===== src/rtl/vmask_cpop_seq_if.sv =====
// Bundle of request, mask-operand, popcount-stage and result channels for the
// vcpop.m sequencer. The slave side is the sequencer itself.
interface vmask_cpop_seq_if #(
   parameter int DATA_WIDTH = 64,
   parameter int VL_BITS    = 16
);
   logic                  req_valid;
   logic                  req_ready;
   logic [VL_BITS-1:0]    req_vl;
   logic                  req_vm;

   logic                  src_valid;
   logic                  src_ready;
   logic [DATA_WIDTH-1:0] src_mask;
   logic [DATA_WIDTH-1:0] src_v0;

   logic [DATA_WIDTH-1:0] pc_m0;
   logic                  pc_valid;
   logic [DATA_WIDTH-1:0] pc_count;
   logic [DATA_WIDTH-1:0] pc_sum;

   logic                  res_valid;
   logic [DATA_WIDTH-1:0] res_data;
   logic                  res_ready;

   modport master (
      output req_valid, req_vl, req_vm, src_valid, src_mask, src_v0, pc_sum, res_ready,
      input  req_ready, src_ready, pc_m0, pc_valid, pc_count, res_valid, res_data
   );

   modport slave (
      input  req_valid, req_vl, req_vm, src_valid, src_mask, src_v0, pc_sum, res_ready,
      output req_ready, src_ready, pc_m0, pc_valid, pc_count, res_valid, res_data
   );
endinterface


===== src/rtl/vmask_cpop_seq.sv =====
// vcpop.m sequencer: streams mask beats with v0/tail masking into a one-cycle
// popcount stage, carries the running count across gaps, returns the total.
module vmask_cpop_seq #(
   parameter int DATA_WIDTH      = 64,
   parameter int DATA_WIDTH_BITS = 6,
   parameter int VL_BITS         = 16
) (
   input  logic              clk,
   input  logic              rst,
   vmask_cpop_seq_if.slave   bus
);
   localparam int BI_W = VL_BITS - DATA_WIDTH_BITS + 1;

   typedef enum logic [1:0] {IDLE, RUN, DRAIN, DONE} state_t;

   state_t                     state, state_nxt;
   logic [VL_BITS-1:0]         vl_q;
   logic                       vm_q;
   logic [DATA_WIDTH-1:0]      acc;
   logic [DATA_WIDTH-1:0]      res_q;
   logic [BI_W-1:0]            beat_idx;
   logic                       issued_d;

   logic [VL_BITS:0]           vl_round;
   logic [BI_W-1:0]            n_beats;
   logic                       last_beat;
   logic [DATA_WIDTH_BITS-1:0] rem;
   logic [DATA_WIDTH-1:0]      tail;
   logic [DATA_WIDTH-1:0]      v0_mask;
   logic [DATA_WIDTH-1:0]      run_count;

   assign vl_round  = {1'b0, vl_q} + (VL_BITS+1)'(DATA_WIDTH - 1);
   assign n_beats   = vl_round[VL_BITS:DATA_WIDTH_BITS];
   assign last_beat = (beat_idx == n_beats - BI_W'(1));
   assign rem       = vl_q[DATA_WIDTH_BITS-1:0];
   // A zero remainder means the last beat is completely active.
   assign tail      = (last_beat && rem != '0) ? ~({DATA_WIDTH{1'b1}} << rem) : '1;
   assign v0_mask   = vm_q ? '1 : bus.src_v0;
   // The popcount stage zeroes its output on idle cycles, so after a gap the
   // count must come from acc rather than pc_sum.
   assign run_count = issued_d ? bus.pc_sum : acc;

   assign bus.res_data = res_q;

   always_comb begin
      state_nxt     = state;
      bus.req_ready = 1'b0;
      bus.src_ready = 1'b0;
      bus.pc_valid  = 1'b0;
      bus.pc_m0     = '0;
      bus.pc_count  = '0;
      bus.res_valid = 1'b0;
      case (state)
         IDLE: begin
            bus.req_ready = 1'b1;
            if (bus.req_valid)
               state_nxt = (bus.req_vl == '0) ? DONE : RUN;
         end
         RUN: begin
            bus.src_ready = 1'b1;
            bus.pc_valid  = bus.src_valid;
            if (bus.src_valid) begin
               bus.pc_m0    = bus.src_mask & v0_mask & tail;
               bus.pc_count = run_count;
               if (last_beat)
                  state_nxt = DRAIN;
            end
         end
         DRAIN: state_nxt = DONE;
         DONE: begin
            bus.res_valid = 1'b1;
            if (bus.res_ready)
               state_nxt = IDLE;
         end
         default: state_nxt = IDLE;
      endcase
   end

   always_ff @(posedge clk) begin
      if (rst) begin
         state    <= IDLE;
         vl_q     <= '0;
         vm_q     <= 1'b0;
         acc      <= '0;
         beat_idx <= '0;
         issued_d <= 1'b0;
         res_q    <= '0;
      end else begin
         state <= state_nxt;
         case (state)
            IDLE: begin
               if (bus.req_valid) begin
                  vl_q     <= bus.req_vl;
                  vm_q     <= bus.req_vm;
                  acc      <= '0;
                  beat_idx <= '0;
                  issued_d <= 1'b0;
                  if (bus.req_vl == '0)
                     res_q <= '0;
               end
            end
            RUN: begin
               acc      <= run_count;
               issued_d <= bus.src_valid;
               if (bus.src_valid)
                  beat_idx <= beat_idx + BI_W'(1);
            end
            // issued_d is 1 here, so pc_sum holds the final total.
            DRAIN: res_q <= bus.pc_sum;
            default: ;
         endcase
      end
   end
endmodule


===== src/flat_wrapper.sv =====
// flat-port wrapper written by rule: the top's interface ports become plain ports
module vmask_cpop_seq_flat 
#(
   parameter int DATA_WIDTH      = 64,
   parameter int DATA_WIDTH_BITS = 6,
   parameter int VL_BITS         = 16
)
  (clk, rst, bus_req_valid, bus_req_vl, bus_req_vm, bus_src_valid, bus_src_mask, bus_src_v0, bus_pc_sum, bus_res_ready, bus_req_ready, bus_src_ready, bus_pc_m0, bus_pc_valid, bus_pc_count, bus_res_valid, bus_res_data);
  vmask_cpop_seq_if #(.DATA_WIDTH(DATA_WIDTH), .VL_BITS(VL_BITS)) bus_i ();
  input  logic clk;
  input  logic rst;
  input wire logic [$bits(bus_i.req_valid)-1:0] bus_req_valid;
  input wire logic [$bits(bus_i.req_vl)-1:0] bus_req_vl;
  input wire logic [$bits(bus_i.req_vm)-1:0] bus_req_vm;
  input wire logic [$bits(bus_i.src_valid)-1:0] bus_src_valid;
  input wire logic [$bits(bus_i.src_mask)-1:0] bus_src_mask;
  input wire logic [$bits(bus_i.src_v0)-1:0] bus_src_v0;
  input wire logic [$bits(bus_i.pc_sum)-1:0] bus_pc_sum;
  input wire logic [$bits(bus_i.res_ready)-1:0] bus_res_ready;
  output wire logic [$bits(bus_i.req_ready)-1:0] bus_req_ready;
  output wire logic [$bits(bus_i.src_ready)-1:0] bus_src_ready;
  output wire logic [$bits(bus_i.pc_m0)-1:0] bus_pc_m0;
  output wire logic [$bits(bus_i.pc_valid)-1:0] bus_pc_valid;
  output wire logic [$bits(bus_i.pc_count)-1:0] bus_pc_count;
  output wire logic [$bits(bus_i.res_valid)-1:0] bus_res_valid;
  output wire logic [$bits(bus_i.res_data)-1:0] bus_res_data;
  assign bus_i.req_valid = bus_req_valid;
  assign bus_i.req_vl = bus_req_vl;
  assign bus_i.req_vm = bus_req_vm;
  assign bus_i.src_valid = bus_src_valid;
  assign bus_i.src_mask = bus_src_mask;
  assign bus_i.src_v0 = bus_src_v0;
  assign bus_i.pc_sum = bus_pc_sum;
  assign bus_i.res_ready = bus_res_ready;
  assign bus_req_ready = bus_i.req_ready;
  assign bus_src_ready = bus_i.src_ready;
  assign bus_pc_m0 = bus_i.pc_m0;
  assign bus_pc_valid = bus_i.pc_valid;
  assign bus_pc_count = bus_i.pc_count;
  assign bus_res_valid = bus_i.res_valid;
  assign bus_res_data = bus_i.res_data;
  vmask_cpop_seq #(.DATA_WIDTH(DATA_WIDTH), .DATA_WIDTH_BITS(DATA_WIDTH_BITS), .VL_BITS(VL_BITS)) u_core (.clk(clk), .rst(rst), .bus(bus_i));
endmodule

===== config.mk =====
export PLATFORM = sky130hd
export DESIGN_NAME = vmask_cpop_seq_flat
export DESIGN_NICKNAME = d
export VERILOG_FILES = /design/src/rtl/vmask_cpop_seq_if.sv /design/src/rtl/vmask_cpop_seq.sv /design/src/flat_wrapper.sv
export SDC_FILE = /design/constraint.sdc
export NUM_CORES = 1
export LEC_CHECK = 0
export ABC_AREA = 1
export BUFFER_PORTS_ARGS = -buffer_cell sky130_fd_sc_hd__buf_2
export CAP_MARGIN = 20
export CORE_AREA = 5 5 157 159
export DETAILED_ROUTE_END_ITERATION = 12
export DIE_AREA = 0 0 162 164
export GPL_TIMING_DRIVEN = 0
export PLACE_DENSITY = 0.7
export SYNTH_ARGS = -nofsm -noshare
export SYNTH_HDL_FRONTEND = slang
export SYNTH_SLANG_ARGS = --single-unit
export TNS_END_PERCENT = 1

===== constraint.sdc =====
create_clock -name clk -period 9.2 [get_ports clk]
set_input_delay 1.84 -clock clk [delete_from_list [all_inputs] [get_ports clk]]
set_output_delay 1.84 -clock clk [all_outputs]
set_load 0.05 [all_outputs]

## Word-level counts from Yosys, hierarchy flattened

Index checks and enable logic that the tools add are counted.

| cells by class | value |
|---|---|
| bitwise operators | 3 |
| $add $sub $neg | 3 |
| multiplexer cells | 27 |
| equal/unequal tests | 9 |
| reductions and logical operators | 11 |
| shifts and indexed selects | 1 |

Operators with widths:

| operator | number |
|---|---|
| 64-bit 2-to-1 mux | 10 |
| 64-bit case mux with 2 select lines | 2 |
| 64-bit AND | 2 |
| 64-bit inverter | 1 |
| 64-bit by 6-bit << shifter with 64-bit output, first input constant | 1 |
| 11-bit 2-to-1 mux | 2 |
| 11-bit case mux with 2 select lines | 1 |
| 16-bit by 6-bit adder with 17-bit output, second input constant | 1 |
| 16-bit logical NOT | 1 |
| 11-bit by 1-bit adder with 11-bit output, second input constant | 1 |
| 11-bit equality test | 1 |
| 11-bit by 1-bit subtractor with 11-bit output, second input constant | 1 |
| 2-bit 2-to-1 mux | 5 |
| 2-bit case mux with 4 select lines | 1 |
| 2-bit != test, second input constant | 3 |
| 3-bit AND reduction | 2 |
| 6-bit nonzero test | 1 |
| 1-bit 2-to-1 mux | 5 |
| 2-bit equality test, second input constant | 2 |
| 2-bit by 1-bit != test with 1-bit output, second input constant | 2 |
| 2-bit AND reduction | 2 |
| 4-bit AND reduction | 1 |
| 2-bit nonzero test | 2 |
| 2-bit by 1-bit equality test with 1-bit output, second input constant | 1 |
| 3 further kinds | 3 |

| word-level totals | value |
|---|---|
| output and inout bits | 196 |
| word-level logic and storage cells | 61 |
| register bits after elaboration | 159 |
| input port bits | 214 |

## Longest topological paths before layout

| depth | value |
|---|---|
| depth in word-level cells | 8 |
| depth in mapped cells | 22 |
| depth with buffers taken out | 21 |

## Least setup slack after synthesis

OpenSTA, ideal clock, no wires.

| timing | value |
|---|---|
| path type | input-to-output |
| start | in bus_src_valid |
| end | out bus_pc_m0[26] |
| buffers on the path | 1 |
| arrival time | 3.578 ns |
| stages on the path | 5 |
| data required time | 7.360 ns |
| path slack | 3.782 ns |
| cells stage by stage | nand2_1 inv_2 clkbuf_1 o211ai_1 nor2_1 |

| between the ends | value |
|---|---|
| longest elaborated chain between the ends | 2 |

RTL lines:

| what | RTL line | source |
|---|---|---|
| start: declaration | flat_wrapper.sv:15 | `input wire logic [$bits(bus_i.src_valid)-1:0] bus_src_valid;` |
| 64-bit 2-to-1 mux | vmask_cpop_seq.sv:62 | `if (bus.src_valid) begin` |
| 64-bit 2-to-1 mux | vmask_cpop_seq.sv:53 | `case (state)` |
| end: declaration | flat_wrapper.sv:22 | `output wire logic [$bits(bus_i.pc_m0)-1:0] bus_pc_m0;` |

Every way passes these cells.

## Worst setup path after layout

| timing | value |
|---|---|
| start | reg u_core.vl_q[2] |
| end | out bus_pc_m0[51] |

| between the ends | value |
|---|---|
| longest elaborated chain between the ends | 8 |
| elaborated cells on any way between the ends | 11 |
| classes of those cells | 2 x add/sub; 1 x eq/ne; 1 x shift; 3 x mux; 2 x bitwise; 2 x reduce/logical |

RTL lines:

| what | RTL line | source |
|---|---|---|
| start: declaration | vmask_cpop_seq.sv:17 | `logic [VL_BITS-1:0] vl_q;` |
| start signal: assignment | vmask_cpop_seq.sv:93 | `vl_q <= bus.req_vl;` |
| 16-bit by 6-bit adder with 17-bit output | vmask_cpop_seq.sv:32 | `assign vl_round = {1'b0, vl_q} + (VL_BITS+1)'(DATA_WIDTH - 1);` |
| 11-bit by 1-bit subtractor with 11-bit output | vmask_cpop_seq.sv:34 | `assign last_beat = (beat_idx == n_beats - BI_W'(1));` |
| 11-bit equality test | vmask_cpop_seq.sv:34 |  |
| 1-bit logical AND | vmask_cpop_seq.sv:37 | `assign tail = (last_beat && rem != '0) ? ~({DATA_WIDTH{1'b1}} << rem) : '1;` |
| 64-bit 2-to-1 mux * | vmask_cpop_seq.sv:37 |  |
| 64-bit AND * | vmask_cpop_seq.sv:63 | `bus.pc_m0 = bus.src_mask & v0_mask & tail;` |
| 64-bit 2-to-1 mux * | vmask_cpop_seq.sv:62 |  |
| 64-bit 2-to-1 mux * | vmask_cpop_seq.sv:53 |  |

Every way passes the cells marked *; elsewhere a longest branch is shown, timed or not.

==> metrics.md <==
| Metric | Value |
|---|---|
| Status | `completed` |
| Sum of negative setup slack | `0 ns` |
| Crit Path Max Fanout | `9` |
| Tot GR Track Use | `30.0%` |
| Detail Route Antenna Nets | `0` |
| First DRT Iteration DRCs | `914` |
| Fin nets | `2071` |
| Sink Count | `159` |
| Peak VDD IR | `0.147 mV` |
| Setup violation total in the final timing report | `0` |
| Crit path to | `bus_pc_m0[51]` |
| #FFs+latches synth | `159` |
| Worst slew pin tran | `0.861 ns` |
| CP bufs+invs | `3` |
| HPWL Detailed | `33.7 mm` |
| Clock Root Buffer | `clkbuf_16` |
| Vias per inst | `5.45` |
| Post-synthesis sequential area ratio | `34.1%` |
| Final Instance Area | `0.0123 mm2` |
| Relative slew slack | `42.6%` |
| Syn Area/Cell | `6.57 um2` |
| P per Cell Area | `284 mW/mm2` |
| R2r endpoint | `u_core.bus.res_data[35]` |
| Max-slew violations | `0` |
| Clock tree buffer depth | `2` |
| Distinct cells, synth | `39` |
| CP top delay family | `simple AND/OR/NAND/NOR gates` |
| IO buf count | `409` |
| Startpoint Class | `register` |
| WS Path Type | `reg -> out` |
| Initial DRT Pass Iterations | `6` |
| Data arrival, critical path | `3.78 ns` |
| Vias | `11800` |
| Final GP Congestion | `1.01` |
| R2r setup slk | `6.11 ns` |
| H-tree levels | `4` |
| Crit path largest cell delay | `0.39 ns` |
| # IOs | `410` |
| Number of post-CTS setup repair buffers | `0` |
| Detail Route met3 WL | `3.48 mm` |
| CP Launch Point | `u_core.vl_q[2]` |
| Initial core utilization | `40.4%` |
| R2R Path Start | `u_core.state[0]` |
| Highest metal used | `met5` |
| Final hold slack | `0.475 ns` |
| Crit path max-delay cell type | `o21ai_0` |
| RSZ-0062 raised after global routing | `false` |
| Cells after synthesis | `1423` |
| Die area | `0.0266 mm2` |
| Lkg Pwr | `6.35 nW` |
| Resized Gates After CTS | `0` |
| Synthesis Warnings | `0` |
| CTS tree | `yes` |
| Synthesized cell area | `0.00934 mm2` |
| Most frequent cells in the layout | `buf_2, o21ai_0, nor2_1, nand2_1, a21oi_1` |
| Metal-1 WL | `16.7 mm` |
| Maxcap violations | `0` |
| Fin util | `53.4%` |
| Crit path cell chain | `buf_4 -> nor2_8 -> nand3_4 -> nand2_1 -> nand2_1 -> ha_1 -> xor2_1 -> o21ai_0 -> nor2_1 -> nand3_1 -> nor2_1 -> nand2_1 -> nor2_1 -> nand2_1 -> nor2_1 -> nand3_1 -> o21ai_0 -> inv_1 -> buf_2` |
| Layout Area Growth over Synthesis | `32.1%` |
| Total grt overflow | `0` |
| Cts hold-fix bufs | `0` |
| Setup crit end kind | `primary output` |
| Hold Fails Final Rpt | `0` |
| Period minus WS final | `5.62 ns` |
| WP depth | `19` |
| Vert. Die Dim | `164 um` |
| Syn Nets | `1643` |
| Avg WL per Cell | `19.5 um` |
| WL met2 | `20.3 mm` |
| Tightest Hold Check Type | `reg -> reg` |
| Global-route wire length before repair | `62.8 mm` |
| TritonCTS buffer count | `17` |
| Initial antenna violation count | `7` |
| Final wirelength | `42.1 mm` |
| Reg2reg path depth | `10` |
| DRC errors left | `0` |
| Leading cell type in the layout, fill and taps excluded | `buf_2` |
| Setup Skew | `0.0125 ns` |
| Later-pin clock latency in the skew report | `0.44 ns` |
| Vias in the first global route | `11100` |
| FMAX | `178 MHz` |
| Hold path start | `u_core.beat_idx[10]` |
| Largest net degree at the start of global routing | `18` |
| WP data required | `7.36 ns` |
| Row Count | `56` |
| Tcrit/Tclk final | `61.1%` |
| Die width | `162 um` |
| Core ar. | `0.0231 mm2` |
| Placed cell area | `0.0118 mm2` |
| Layout cells sized above 1 | `26.3%` |
| Clock slew at reported path FFs | `0.07 ns` |
power breakdown:
part / internal (mW) / leakage [nW] / switching, mW / total [mW]
registers: 0.889 / 1.30 / 0.108 / 0.998
logic: 0.454 / 4.76 / 1.33 / 1.78
clock network: 0.389 / 0.291 / 0.335 / 0.724
area by class of cell:
type                       count  area, um2
tap                          290        363
clock inverter                14        156
fill                        2366      10800
buffer                       111        465
inverter                      89        334
clock buffer                  18        429
antenna                        2       5.00
sequential                   159       3180
timing repair buffer         409       2050
multi-input combinational   1064       5360
kinds of logic after synthesis:
kind of cell / count (synthesis) / share of synthesized area [%]
AO/OA/AOI/OAI: 538 / 32.9
AND/OR/NAND/NOR: 518 / 23.5
buffers and inverters: 200 / 8.56
flip-flops: 159 / 34.1
adder cells (fa/ha/maj): 6 / 0.804
XOR/XNOR: 2 / 0.188
how the worst min path moves through the flow:
stage | endpoint | slack (ns) | depth (start not counted)
floorplan | u_core.beat_idx[10] | 0.44 | 2
global route | u_core.beat_idx[10] | 0.48 | 2
finish | u_core.beat_idx[10] | 0.48 | 2
global placement | u_core.beat_idx[10] | 0.45 | 2
CTS | u_core.beat_idx[10] | 0.47 | 2
detailed placement | u_core.beat_idx[10] | 0.46 | 2
state kept, by name (all words and copies together), names as in the netlist:
name	count
u_core.beat_idx	11
u_core.vl_q	16
u_core.bus.res_data	64
u_core.issued_d	1
u_core.state	2
u_core.vm_q	1
u_core.acc	64
metal layers:
layer  vias up  GRT usage (%)
li1       5689              -
met1      5451           35.1
met2       517           52.8
met3        86           8.06
met4         8           11.1
met5         -              0
tightest hold or removal path, delay by kind of cell (launching register included):
family	cells	cell delay [ns]
AOI/OAI and AO/OA	1	0.05
and+or+nand+nor	1	0.06
DFF	1	0.31
cell usage after synthesis (all sizes together):
| master | number | area [um2] |
|---|---|---|
| nor2 | 246 | 995 |
| o21ai | 243 | 1240 |
| nand2 | 192 | 731 |
| a21oi | 165 | 826 |
| dfxtp | 159 | 3180 |
| clkbuf | 95 | 357 |
| inv | 87 | 327 |
| o21a | 64 | 480 |
| nand3 | 48 | 273 |
| o211ai | 36 | 275 |
| buf | 16 | 109 |
| o211a | 16 | 160 |
| nor3 | 14 | 70.1 |
| a31oi | 12 | 75.1 |
| nand4 | 7 | 50.1 |
| ha | 6 | 75.1 |
| nor3b | 5 | 37.5 |
| clkinv | 2 | 7.51 |
| nor4 | 2 | 12.5 |
| or2 | 2 | 12.5 |
| xor2 | 2 | 17.5 |
| a211oi | 1 | 7.51 |
| a21boi | 1 | 7.51 |
| and3 | 1 | 6.26 |
| or3 | 1 | 6.26 |
per-stage QoR:
stage	setup slack, ns	power, mW	std cells
2_1_floorplan	3.78	2.26	1423
3_3_place_gp	3.65	2.75	2122
3_5_place_dp	3.69	2.77	2122
4_1_cts	3.58	3.49	2154
5_1_grt	3.27	3.71	2156
6_report	3.58	3.51	2156
Power figures use the tool's default switching activity.
